File: src/rtl/volume_gain_sequencer.sv
// Per-sample scheduler for the stereo gain path: one shared log-volume ROM and one 17x16
// multiplier serve both channels in turn; each channel's volume index slews one step per sample.
module volume_gain_sequencer #(
    parameter int ROM_LATENCY = 1
) (
    input  logic               Clk,
    input  logic               Reset,
    input  logic               Sample_Ena,
    input  logic signed [15:0] Audio_In_0,
    input  logic signed [15:0] Audio_In_1,
    input  logic [7:0]         Volume_0,
    input  logic [7:0]         Volume_1,
    input  logic               Mute,
    output logic [7:0]         Rom_Address,
    input  logic [15:0]        Rom_Data,
    output logic [31:0]        Audio_Out_0,
    output logic [31:0]        Audio_Out_1,
    output logic               Out_Valid,
    output logic               Busy,
    output logic               Overrun,
    output logic [3:0]         Dbg_State,
    output logic [7:0]         Dbg_Cur_0,
    output logic [7:0]         Dbg_Cur_1
);

    // Handshake: Sample_Ena is a one-cycle strobe taken only in S_IDLE (no backpressure);
    // Out_Valid is a one-cycle strobe with both Audio_Out_* stable from that cycle on.
    typedef enum logic [3:0] {
        S_IDLE, S_A0, S_W0, S_M0, S_S0, S_A1, S_W1, S_M1, S_S1, S_DONE
    } state_t;

    localparam logic [1:0] WAIT_INIT = 2'(ROM_LATENCY - 1);

    state_t             state;
    logic [1:0]         wait_cnt;
    logic signed [15:0] snap_a0, snap_a1;
    logic [7:0]         snap_v0, snap_v1;
    logic               snap_mute;
    logic [7:0]         cur_0, cur_1;
    logic [31:0]        prod, res_0;

    logic [16:0]        abs_sel;
    logic [31:0]        prod_full;
    logic               sign_sel;
    logic [7:0]         cur_sel;
    logic [31:0]        scaled;

    // Magnitude needs 17 bits so that -32768 maps to +32768.
    function automatic logic [16:0] abs17(input logic signed [15:0] x);
        return x[15] ? (~{1'b1, x}) + 17'd1 : {1'b0, x};
    endfunction

    function automatic logic [7:0] ramp_step(input logic [7:0] cur, input logic [7:0] tgt);
        if (cur < tgt)      return cur + 8'd1;
        else if (cur > tgt) return cur - 8'd1;
        else                return cur;
    endfunction

    assign abs_sel   = (state == S_M1) ? abs17(snap_a1) : abs17(snap_a0);
    assign prod_full = 32'(abs_sel) * 32'(Rom_Data);
    assign sign_sel  = (state == S_S1) ? snap_a1[15] : snap_a0[15];
    assign cur_sel   = (state == S_S1) ? cur_1 : cur_0;
    // A muted channel sitting at index 0 is silent whatever ROM[0] holds.
    assign scaled    = (snap_mute && cur_sel == 8'd0) ? 32'd0 :
                       sign_sel ? 32'd0 - prod : prod;

    assign Dbg_State = state;
    assign Dbg_Cur_0 = cur_0;
    assign Dbg_Cur_1 = cur_1;

    always_ff @(posedge Clk) begin
        if (Reset) begin
            state       <= S_IDLE;
            wait_cnt    <= 2'd0;
            snap_a0     <= '0;
            snap_a1     <= '0;
            snap_v0     <= '0;
            snap_v1     <= '0;
            snap_mute   <= 1'b0;
            cur_0       <= '0;
            cur_1       <= '0;
            prod        <= '0;
            res_0       <= '0;
            Rom_Address <= '0;
            Audio_Out_0 <= '0;
            Audio_Out_1 <= '0;
            Out_Valid   <= 1'b0;
            Busy        <= 1'b0;
            Overrun     <= 1'b0;
        end else begin
            Out_Valid <= 1'b0;
            if (Sample_Ena && state != S_IDLE) Overrun <= 1'b1;
            case (state)
                S_IDLE: if (Sample_Ena) begin
                    snap_a0   <= Audio_In_0;
                    snap_a1   <= Audio_In_1;
                    snap_v0   <= Volume_0;
                    snap_v1   <= Volume_1;
                    snap_mute <= Mute;
                    Busy      <= 1'b1;
                    state     <= S_A0;
                end
                S_A0: begin
                    Rom_Address <= cur_0;
                    wait_cnt    <= WAIT_INIT;
                    state       <= S_W0;
                end
                S_W0: begin
                    if (wait_cnt == 2'd0) state <= S_M0;
                    else                  wait_cnt <= wait_cnt - 2'd1;
                end
                S_M0: begin
                    prod  <= prod_full;
                    state <= S_S0;
                end
                S_S0: begin
                    res_0 <= scaled;
                    state <= S_A1;
                end
                S_A1: begin
                    Rom_Address <= cur_1;
                    wait_cnt    <= WAIT_INIT;
                    state       <= S_W1;
                end
                S_W1: begin
                    if (wait_cnt == 2'd0) state <= S_M1;
                    else                  wait_cnt <= wait_cnt - 2'd1;
                end
                S_M1: begin
                    prod  <= prod_full;
                    state <= S_S1;
                end
                // Both outputs load together so they are valid during the DONE cycle.
                S_S1: begin
                    Audio_Out_0 <= res_0;
                    Audio_Out_1 <= scaled;
                    Out_Valid   <= 1'b1;
                    state       <= S_DONE;
                end
                S_DONE: begin
                    cur_0 <= ramp_step(cur_0, snap_mute ? 8'd0 : snap_v0);
                    cur_1 <= ramp_step(cur_1, snap_mute ? 8'd0 : snap_v1);
                    Busy  <= 1'b0;
                    state <= S_IDLE;
                end
                default: state <= S_IDLE;
            endcase
        end
    end

endmodule

File: config.mk
export PLATFORM = sky130hd
export DESIGN_NAME = volume_gain_sequencer
export DESIGN_NICKNAME = d
export VERILOG_FILES = /design/src/rtl/volume_gain_sequencer.sv
export SDC_FILE = /design/constraint.sdc
export NUM_CORES = 1
export LEC_CHECK = 0
export ABC_AREA = 1
export CORE_MARGIN = 2
export CORE_UTILIZATION = 45
export DETAILED_ROUTE_END_ITERATION = 6
export HOLD_SLACK_MARGIN = 0.08
export PLACE_DENSITY = 0.67
export SYNTH_ARGS = -nofsm -noshare
export SYNTH_HDL_FRONTEND = slang
export SYNTH_SLANG_ARGS = --single-unit
File: constraint.sdc
create_clock -name Clk -period 6.6 [get_ports Clk]
set_clock_uncertainty 0.2 [all_clocks]
set_input_delay 0.66 -clock Clk [delete_from_list [all_inputs] [get_ports Clk]]
set_output_delay 0.66 -clock Clk [all_outputs]
set_load 0.005 [all_outputs]
==> flow_summary.json, run 1 <==
{
  "hold_class": "reg -> reg",
  "portBuffers": 162,
  "grt.total_usage": 0.263,
  "crit_required_ns": 6.83,
  "vias_per_cell": 5.26,
  "reg2reg_slack_ns": 0.16,
  "synth_top_cells_by_area": "dfxtp_1 (22%), fa_1 (22%), nand2_1 (10%), inv_1 (8.7%), ha_1 (8.6%)",
  "startpoint": "snap_a0[15]$_SDFFE_PP0P_",
  "synth_area_mm2": 0.0193,
  "synth_top_area_cell": "dfxtp_1",
  "die_area_mm2": 0.0447,
  "path_max_fanout": 7,
  "grt_pass1_vias": 18100,
  "ys_warn_count": 0,
  "synth-seq-cells": 210,
  "clock_latency_ns": 0.54,
  "drive_above_1_share": 0.149,
  "cp_slowest_cell": "fa_1",
  "slew-limit-headroom": 0.233,
  "clk_pin_slew_worst_paths_ns": 0.06,
  "timing.final.ws_setup_ns": 0.159,
  "fmaxAchievable_mhz": 155,
  "final_common_cell": "nand2_1",
  "io_pins": 163,
  "hold_buffers": 0,
  "mostFrequentLayoutCells": "nand2_1 (459), inv_1 (423), nor2_1 (296)",
  "fp.dieW_um": 211,
  "whs_path_depth": 2,
  "cpMostUsedCell": "fa_1",
  "finalSetupViolCount": 0,
  "grt_pass1_wl_um": 93900,
  "antenna_cells": 0,
  "grt.overflow.total": 0,
  "rsz0062_at_grt": "true",
  "detail_route.wl_per_cell_um": 16.8,
  "drv_cap": 0,
  "cts_buffer_depth": 3,
  "critPathKind": "reg -> reg",
  "root_buffer": "clkbuf_16",
  "dpl_worst_slack_ns": -0.248,
  "h-tree-depth": 1,
  "nets": 3390,
  "min_to": "snap_v0[1]$_SDFFE_PP0P_",
  "gp_congestion": 0.977,
  "setup.worst_path.start_class": "register",
  "cts_sinks": 210,
  "cts_tree": "built",
  "min_period_ns": 6.44,
  "firstDrtPassIters": 6,
  "dp.cells": 3466,
  "slew_violations": 0,
  "grt_max_degree": 131,
  "worst_pin_slew_ns": 1.15,
  "die_h_um": 211,
  "routed_wl_um": 59300,
  "fp-row-count": 75,
  "worst_ep_arrival_time_ns": 6.67,
  "synth_cell_types": 41,
  "cts_buffers": 23,
  "final_cells": 3533,
  "synth_cells": 2690,
  "core_area_mm2": 0.0422,
  "vias": 18600,
  "seq_area_frac_synth": 0.217,
  "ant_nets": 0,
  "cp-end-kind": "register",
  "avgSynthCellArea_um2": 7.19,
  "antenna_found_initial": 0,
  "hold_violations": 0,
  "hpwl_um": 46100,
  "fin_crit_sh": 0.976,
  "status": "finished clean",
  "reg2reg_to": "prod[25]$_SDFFE_PP0P_",
  "area_growth_pct": 27.2,
  "start_util": 0.458,
  "slowest_delay_ns": 0.57,
  "drt_iter0_markers": 1277,
  "timing.rr.start": "snap_a0[15]$_SDFFE_PP0P_",
  "rr_worst_depth": 26,
  "min_from": "snap_v0[1]$_SDFFE_PP0P_",
  "route.detailed.drc": 0,
  "yosysTopAreaCellShare": 0.217
}
## repair_timing
| action | 4_1_cts | 5_1_grt |
|---|---|---|
| pin swaps | 7 | 101 |
| buffers inserted | 1 | 27 |
| endpoints found under the setup margin | 21 | 22 |
| gates resized for setup | 44 | 239 |
## kinds of logic after synthesis
family          synth area share
simple gates               0.228
xor+xnor                  0.0113
buf+inv                    0.111
compound gates             0.129
fa+ha+maj                  0.302
other cells             0.000388
flops                      0.217
## area by class of cell
type / instances / area (um^2)
fill: 3923 / 17600
multi-input combinational: 1931 / 14000
sequential: 210 / 4210
timing repair buffer: 353 / 3240
inverter: 461 / 1760
tap: 539 / 674
clock buffer: 27 / 601
clock inverter: 12 / 160
## layer usage
metal  GRT usage  up-vias  part of all wire
li1            -     9024                 -
met1       0.359     8891              0.44
met2       0.448      571              0.48
met3      0.0300      106             0.055
met4      0.0624        0             0.029
met5           0        -                 0
## metrics by stage
step           hold WS (ns)  cell area [um^2]   util  TNS, ns
2_1_floorplan         0.222             19400      -        0
3_3_place_gp          0.235             22600  0.535    -1.01
3_5_place_dp          0.255             22600  0.535    -3.80
4_1_cts               0.264             23600  0.558        0
5_1_grt               0.287             24600  0.583   -0.733
6_report              0.259             24600  0.583        0
## synthesized netlist by cell type, drive strengths merged
cell type	number
clkinv	8
o21bai	9
ha	133
xnor2	12
nor2	331
buf	23
and2	1
o211a	4
clkbuf	78
a211oi	1
conb	2
a31oi	7
nand2	522
nand4	22
o21ai	214
fa	209
nand3	179
a21oi	205
or2	6
inv	453
dfxtp	210
o211ai	14
nor3	13
o21a	6
a21o	9
xor2	13
nand3b	5
o31ai	1
## registers in the layout (all words and copies together) (netlist names)
name,cells
snap_mute,1
Dbg_Cur_1,8
Audio_Out_0,32
Rom_Address,8
Overrun,1
snap_v0,8
Audio_Out_1,32
res_0,32
Out_Valid,1
Dbg_State,4
wait_cnt,2
Dbg_Cur_0,8
prod,32
snap_a1,16
Busy,1
snap_a0,16
snap_v1,8
## worst max-delay path, delay by kind of cell, from the launching register on
| kind | cells | cell delay, ns |
|---|---|---|
| compound gates | 1 | 0.23 |
| flops | 1 | 0.41 |
| buf+inv | 7 | 0.80 |
| simple gates | 11 | 1.31 |
| fa+ha+maj | 7 | 3.35 |
## how the worst max path moves through the flow
stage / to / slack, ns / cells after the start
2_1_floorplan: prod[23]$_SDFFE_PP0P_ / 0.27 / 31
3_3_place_gp: prod[20]$_SDFFE_PP0P_ / -0.13 / 33
3_5_place_dp: prod[17]$_SDFFE_PP0P_ / -0.25 / 29
4_1_cts: prod[30]$_SDFFE_PP0P_ / 0.003 / 32
5_1_grt: prod[24]$_SDFFE_PP0P_ / -0.07 / 38
6_report: prod[25]$_SDFFE_PP0P_ / 0.16 / 26
Power of run 1 is left out: the tool's default activity adds up to more than one toggle a clock period on the data nets, which glitch-free logic cannot reach.
==> run 2, diff against run 1 <==
- CORE_MARGIN: 2 -> not set
- SKIP_CTS_REPAIR_TIMING: not set -> 1
==> run 2 against run 1 <==
Effect of this change: cell count shrank 0.20%; count of clock-buffer cells in the layout grew 3; highest routed layer unchanged; register-to-register slack lost 0.07 ns.
==> flow_summary.json, run 2 (synthesized netlist as in run 1, its figures left out) <==
{
  "path_buf_inv": 8,
  "gp_congestion": 0.954,
  "fp-row-count": 75,
  "setup.worst_path.start_class": "register",
  "hpwl_um": 47100,
  "vias": 18500,
  "startpoint": "snap_a0[1]$_SDFFE_PP0P_",
  "firstDrtPassIters": 6,
  "detail_route.wl_per_cell_um": 16.8,
  "io_pins": 163,
  "cp_slowest_cell": "fa_1",
  "status": "finished clean",
  "slew-limit-headroom": 0.290,
  "fmaxAchievable_mhz": 153,
  "timing.rr.start": "snap_a0[1]$_SDFFE_PP0P_",
  "slew_violations": 0,
  "final_cells": 3526,
  "min_period_ns": 6.51,
  "crit_end": "prod[22]$_SDFFE_PP0P_",
  "hold_violations": 0,
  "reg2reg_to": "prod[22]$_SDFFE_PP0P_",
  "cpMostUsedCell": "fa_1",
  "finalSetupViolCount": 0,
  "drt_iter0_markers": 1425,
  "route.detailed.drc": 0,
  "fin_crit_sh": 0.987,
  "worst_ep_arrival_time_ns": 6.74,
  "reg2reg_slack_ns": 0.09,
  "die_area_mm2": 0.0438,
  "hold_class": "reg -> reg",
  "cts_buffer_depth": 3,
  "critPathKind": "reg -> reg",
  "antenna_found_initial": 0,
  "dp.cells": 3463,
  "ant_nets": 0,
  "worst_pin_slew_ns": 1.06,
  "nets": 3384,
  "setup_tns_ns": 0,
  "routed_wl_um": 59400,
  "clk_pin_slew_worst_paths_ns": 0.07,
  "die_h_um": 209,
  "mostFrequentLayoutCells": "nand2_1 (449), inv_1 (413), nor2_1 (295)",
  "cp-end-kind": "register",
  "drive_above_1_share": 0.157,
  "grt_pass1_vias": 18200,
  "fp.dieW_um": 209,
  "core_area_mm2": 0.0421,
  "grt_max_degree": 98,
  "start_util": 0.459,
  "antenna_cells": 0,
  "cts_tree": "built",
  "path_max_fanout": 8,
  "clock_latency_ns": 0.52,
  "h-tree-depth": 1,
  "root_buffer": "clkbuf_16",
  "cp.depth": 31,
  "grt_pass1_wl_um": 94700,
  "crit_required_ns": 6.82,
  "drv_cap": 0,
  "grt.overflow.total": 0,
  "crit_family": "adder cells",
  "grt.total_usage": 0.272,
  "vias_per_cell": 5.26,
  "cts_buffers": 22,
  "rr_worst_depth": 31,
  "area_growth_pct": 27.3,
  "rsz0062_at_grt": "true",
  "portBuffers": 162,
  "slowest_delay_ns": 0.54,
  "final_common_cell": "nand2_1",
  "cts_sinks": 210
}
## run 2: cell types whose count changed in the layout (fill, tap and decap cells not counted), moves of 4 or more
cell	delta
inv_2	+5
nand2_4	+7
clkinvlp_4	+4
nand3_4	+5
inv_1	-10
inv_4	+4
nand2_1	-10
buf_12	-5
o21ai_1	+5
inv_6	-5
## run 2: worst min path at each step
| stage | to | slack (ns) | depth (start not counted) | start |
|---|---|---|---|---|
| after floorplan | wait_cnt[0]$_SDFFE_PP0P_ | 0.22 | 1 | wait_cnt[0]$_SDFFE_PP0P_ |
| after global placement | wait_cnt[0]$_SDFFE_PP0P_ | 0.23 | 1 | wait_cnt[0]$_SDFFE_PP0P_ |
| after detailed placement | snap_v0[7]$_SDFFE_PP0P_ | 0.25 | 2 | snap_v0[7]$_SDFFE_PP0P_ |
| after CTS | snap_v0[7]$_SDFFE_PP0P_ | 0.26 | 2 | snap_v0[7]$_SDFFE_PP0P_ |
| after global routing | snap_v0[3]$_SDFFE_PP0P_ | 0.27 | 2 | snap_v0[3]$_SDFFE_PP0P_ |
| final | snap_v0[1]$_SDFFE_PP0P_ | 0.26 | 2 | snap_v0[1]$_SDFFE_PP0P_ |
## run 2: stage by stage
| stage | utilization | hold WS (ns) | worst slack (ns) | instance area (um^2) |
|---|---|---|---|---|
| 6_report | 0.585 | 0.260 | 0.0851 | 24600 |
| 5_1_grt | 0.585 | 0.273 | -0.154 | 24600 |
| 4_1_cts | 0.552 | 0.262 | -0.533 | 23300 |
| 3_5_place_dp | 0.535 | 0.253 | -0.513 | 22600 |
| 3_3_place_gp | 0.535 | 0.235 | -0.445 | 22600 |
| 2_1_floorplan | - | 0.222 | 0.270 | 19400 |
## run 2: routing by layer
metal,vias to the layer above,global-route usage,wire [um]
met2,544,0.447,27800
met4,0,0.0875,1930
met1,8894,0.367,26300
li1,9005,-,-
met3,102,0.0414,3300
met5,-,0,0
## run 2: tightest hold or removal path, delay by kind of cell (launching register included)
family           cells  cell delay, ns
AO/OA/AOI/OAI        1            0.05
flip-flops           1            0.31
AND/OR/NAND/NOR      1            0.06
## run 2: final cells by class
cell class	instances	area, um^2
multi-input cells	1931	14100
clock inverters	7	76.3
inverters	461	1770
repair buffers	348	3150
fillers	3897	17500
clock buffers	30	642
flip-flops and latches	210	4220
well taps	539	674
Power of run 2 is left out for the same reason.
==> run 3, diff against run 2 <==
- CORE_UTILIZATION: 45 -> 41
- PLACE_DENSITY: 0.67 -> 0.62
==> run 3 against run 2 <==
Effect of this change: worst setup slack improved by 0.089 ns; via count increased by 0.21%; cell count is 2.5% higher; first-iteration DRC count shrank 2.0%; non-clock buffer count rose by 16; maximum frequency increased by 1.4%; hold slack improved by 0.0028 ns; largest cell class unchanged.
==> flow_summary.json, run 3 (synthesized netlist as in run 1, its figures left out) <==
{
  "ant_nets": 0,
  "status": "finished clean",
  "area_growth_pct": 28.6,
  "die_area_mm2": 0.0481,
  "core_area_mm2": 0.0466,
  "wl_met3_um": 3050,
  "firstDrtPassIters": 6,
  "detail_route.wl_per_cell_um": 16.8,
  "drv_cap": 0,
  "hold_violations": 0,
  "cts_sinks": 210,
  "slew-limit-headroom": 0.295,
  "cts_buffers": 22,
  "mostFrequentLayoutCells": "nand2_1 (446), inv_1 (408), nor2_1 (301)",
  "die_h_um": 219,
  "grt.overflow.total": 0,
  "vias_per_cell": 5.14,
  "cp_slowest_cell": "fa_2",
  "grt.total_usage": 0.251,
  "wl_met2_um": 29200,
  "rsz0062_at_grt": "true",
  "portBuffers": 162,
  "cts_buffer_depth": 3,
  "drive_above_1_share": 0.163,
  "worst_pin_slew_ns": 1.05,
  "critPathKind": "reg -> reg",
  "min_period_ns": 6.43,
  "hpwl_um": 47700,
  "slew_violations": 0,
  "nets": 3400,
  "fin_area_mm2": 0.0249,
  "h-tree-depth": 1,
  "final_common_cell": "nand2_1",
  "gp_congestion": 0.930,
  "grt_max_degree": 110,
  "io_pins": 163,
  "routed_wl_um": 60800,
  "finalSetupViolCount": 0,
  "met1_length_um": 26900,
  "fmaxAchievable_mhz": 156,
  "setup.worst_path.start_class": "register",
  "grt_pass1_wl_um": 95600,
  "antenna_found_initial": 0,
  "top_layer_used": "met4",
  "root_buffer": "clkbuf_16",
  "fin_crit_sh": 0.974,
  "route.detailed.drc": 0,
  "fp.dieW_um": 219,
  "hold_class": "reg -> reg",
  "slowest_delay_ns": 0.58,
  "worst_ep_arrival_time_ns": 6.64,
  "drt_iter0_markers": 1396,
  "start_util": 0.416,
  "fp-row-count": 79,
  "crit_family": "adder cells",
  "clk_pin_slew_worst_paths_ns": 0.07,
  "cts_tree": "built",
  "placed_area_mm2": 0.0228,
  "grt_pass1_vias": 18000,
  "cpMostUsedCell": "inv_2",
  "vias": 18600,
  "antenna_cells": 0,
  "crit_required_ns": 6.82,
  "clock_latency_ns": 0.53,
  "path_max_fanout": 4,
  "cp-end-kind": "register",
  "setup_tns_ns": 0,
  "path_buf_inv": 8
}
[run 3: worst reg2reg max path: cells and delay by family, from the launching register on]
family          cells  cell delay (ns)
flops               1             0.33
fa+ha+maj           7             3.31
compound gates      2             0.39
buf+inv             8             0.55
simple gates       15             1.51
[run 3: worst paths after layout]
kind | endpoint | slack [ns] | cells past startpoint | start
max | prod[27]$_SDFFE_PP0P_ | 0.17 | 32 | snap_a1[1]$_SDFFE_PP0P_
min | snap_v0[3]$_SDFFE_PP0P_ | 0.26 | 2 | snap_v0[3]$_SDFFE_PP0P_
min reg2reg | snap_v0[3]$_SDFFE_PP0P_ | 0.26 | 2 | snap_v0[3]$_SDFFE_PP0P_
max reg2reg | prod[27]$_SDFFE_PP0P_ | 0.17 | 32 | snap_a1[1]$_SDFFE_PP0P_
[run 3: cell type report]
class / count / area [um^2]
clock buffer: 30 / 642
clock inverter: 10 / 68.8
fill: 4484 / 21700
inverter: 461 / 1770
multi-input combinational: 1931 / 14100
sequential: 210 / 4210
tap: 607 / 759
timing repair buffer: 364 / 3350
[run 3: per-stage QoR]
| step | hold WS (ns) | setup WS, ns | util | instances |
|---|---|---|---|---|
| after detailed placement | 0.256 | -0.405 | 0.489 | 3541 |
| after CTS | 0.264 | -0.441 | 0.504 | 3581 |
| after global routing | 0.278 | -0.107 | 0.534 | 3613 |
| final | 0.263 | 0.174 | 0.534 | 3613 |
| after global placement | 0.233 | -0.376 | 0.489 | 3541 |
| after floorplan | 0.222 | 0.270 | - | 2703 |
[run 3: per-layer routing]
metal / up-vias / track usage
met5: - / 0
met3: 94 / 0.0324
met1: 8959 / 0.340
met2: 469 / 0.426
met4: 0 / 0.0553
li1: 9062 / -
Power of run 3 is left out for the same reason.
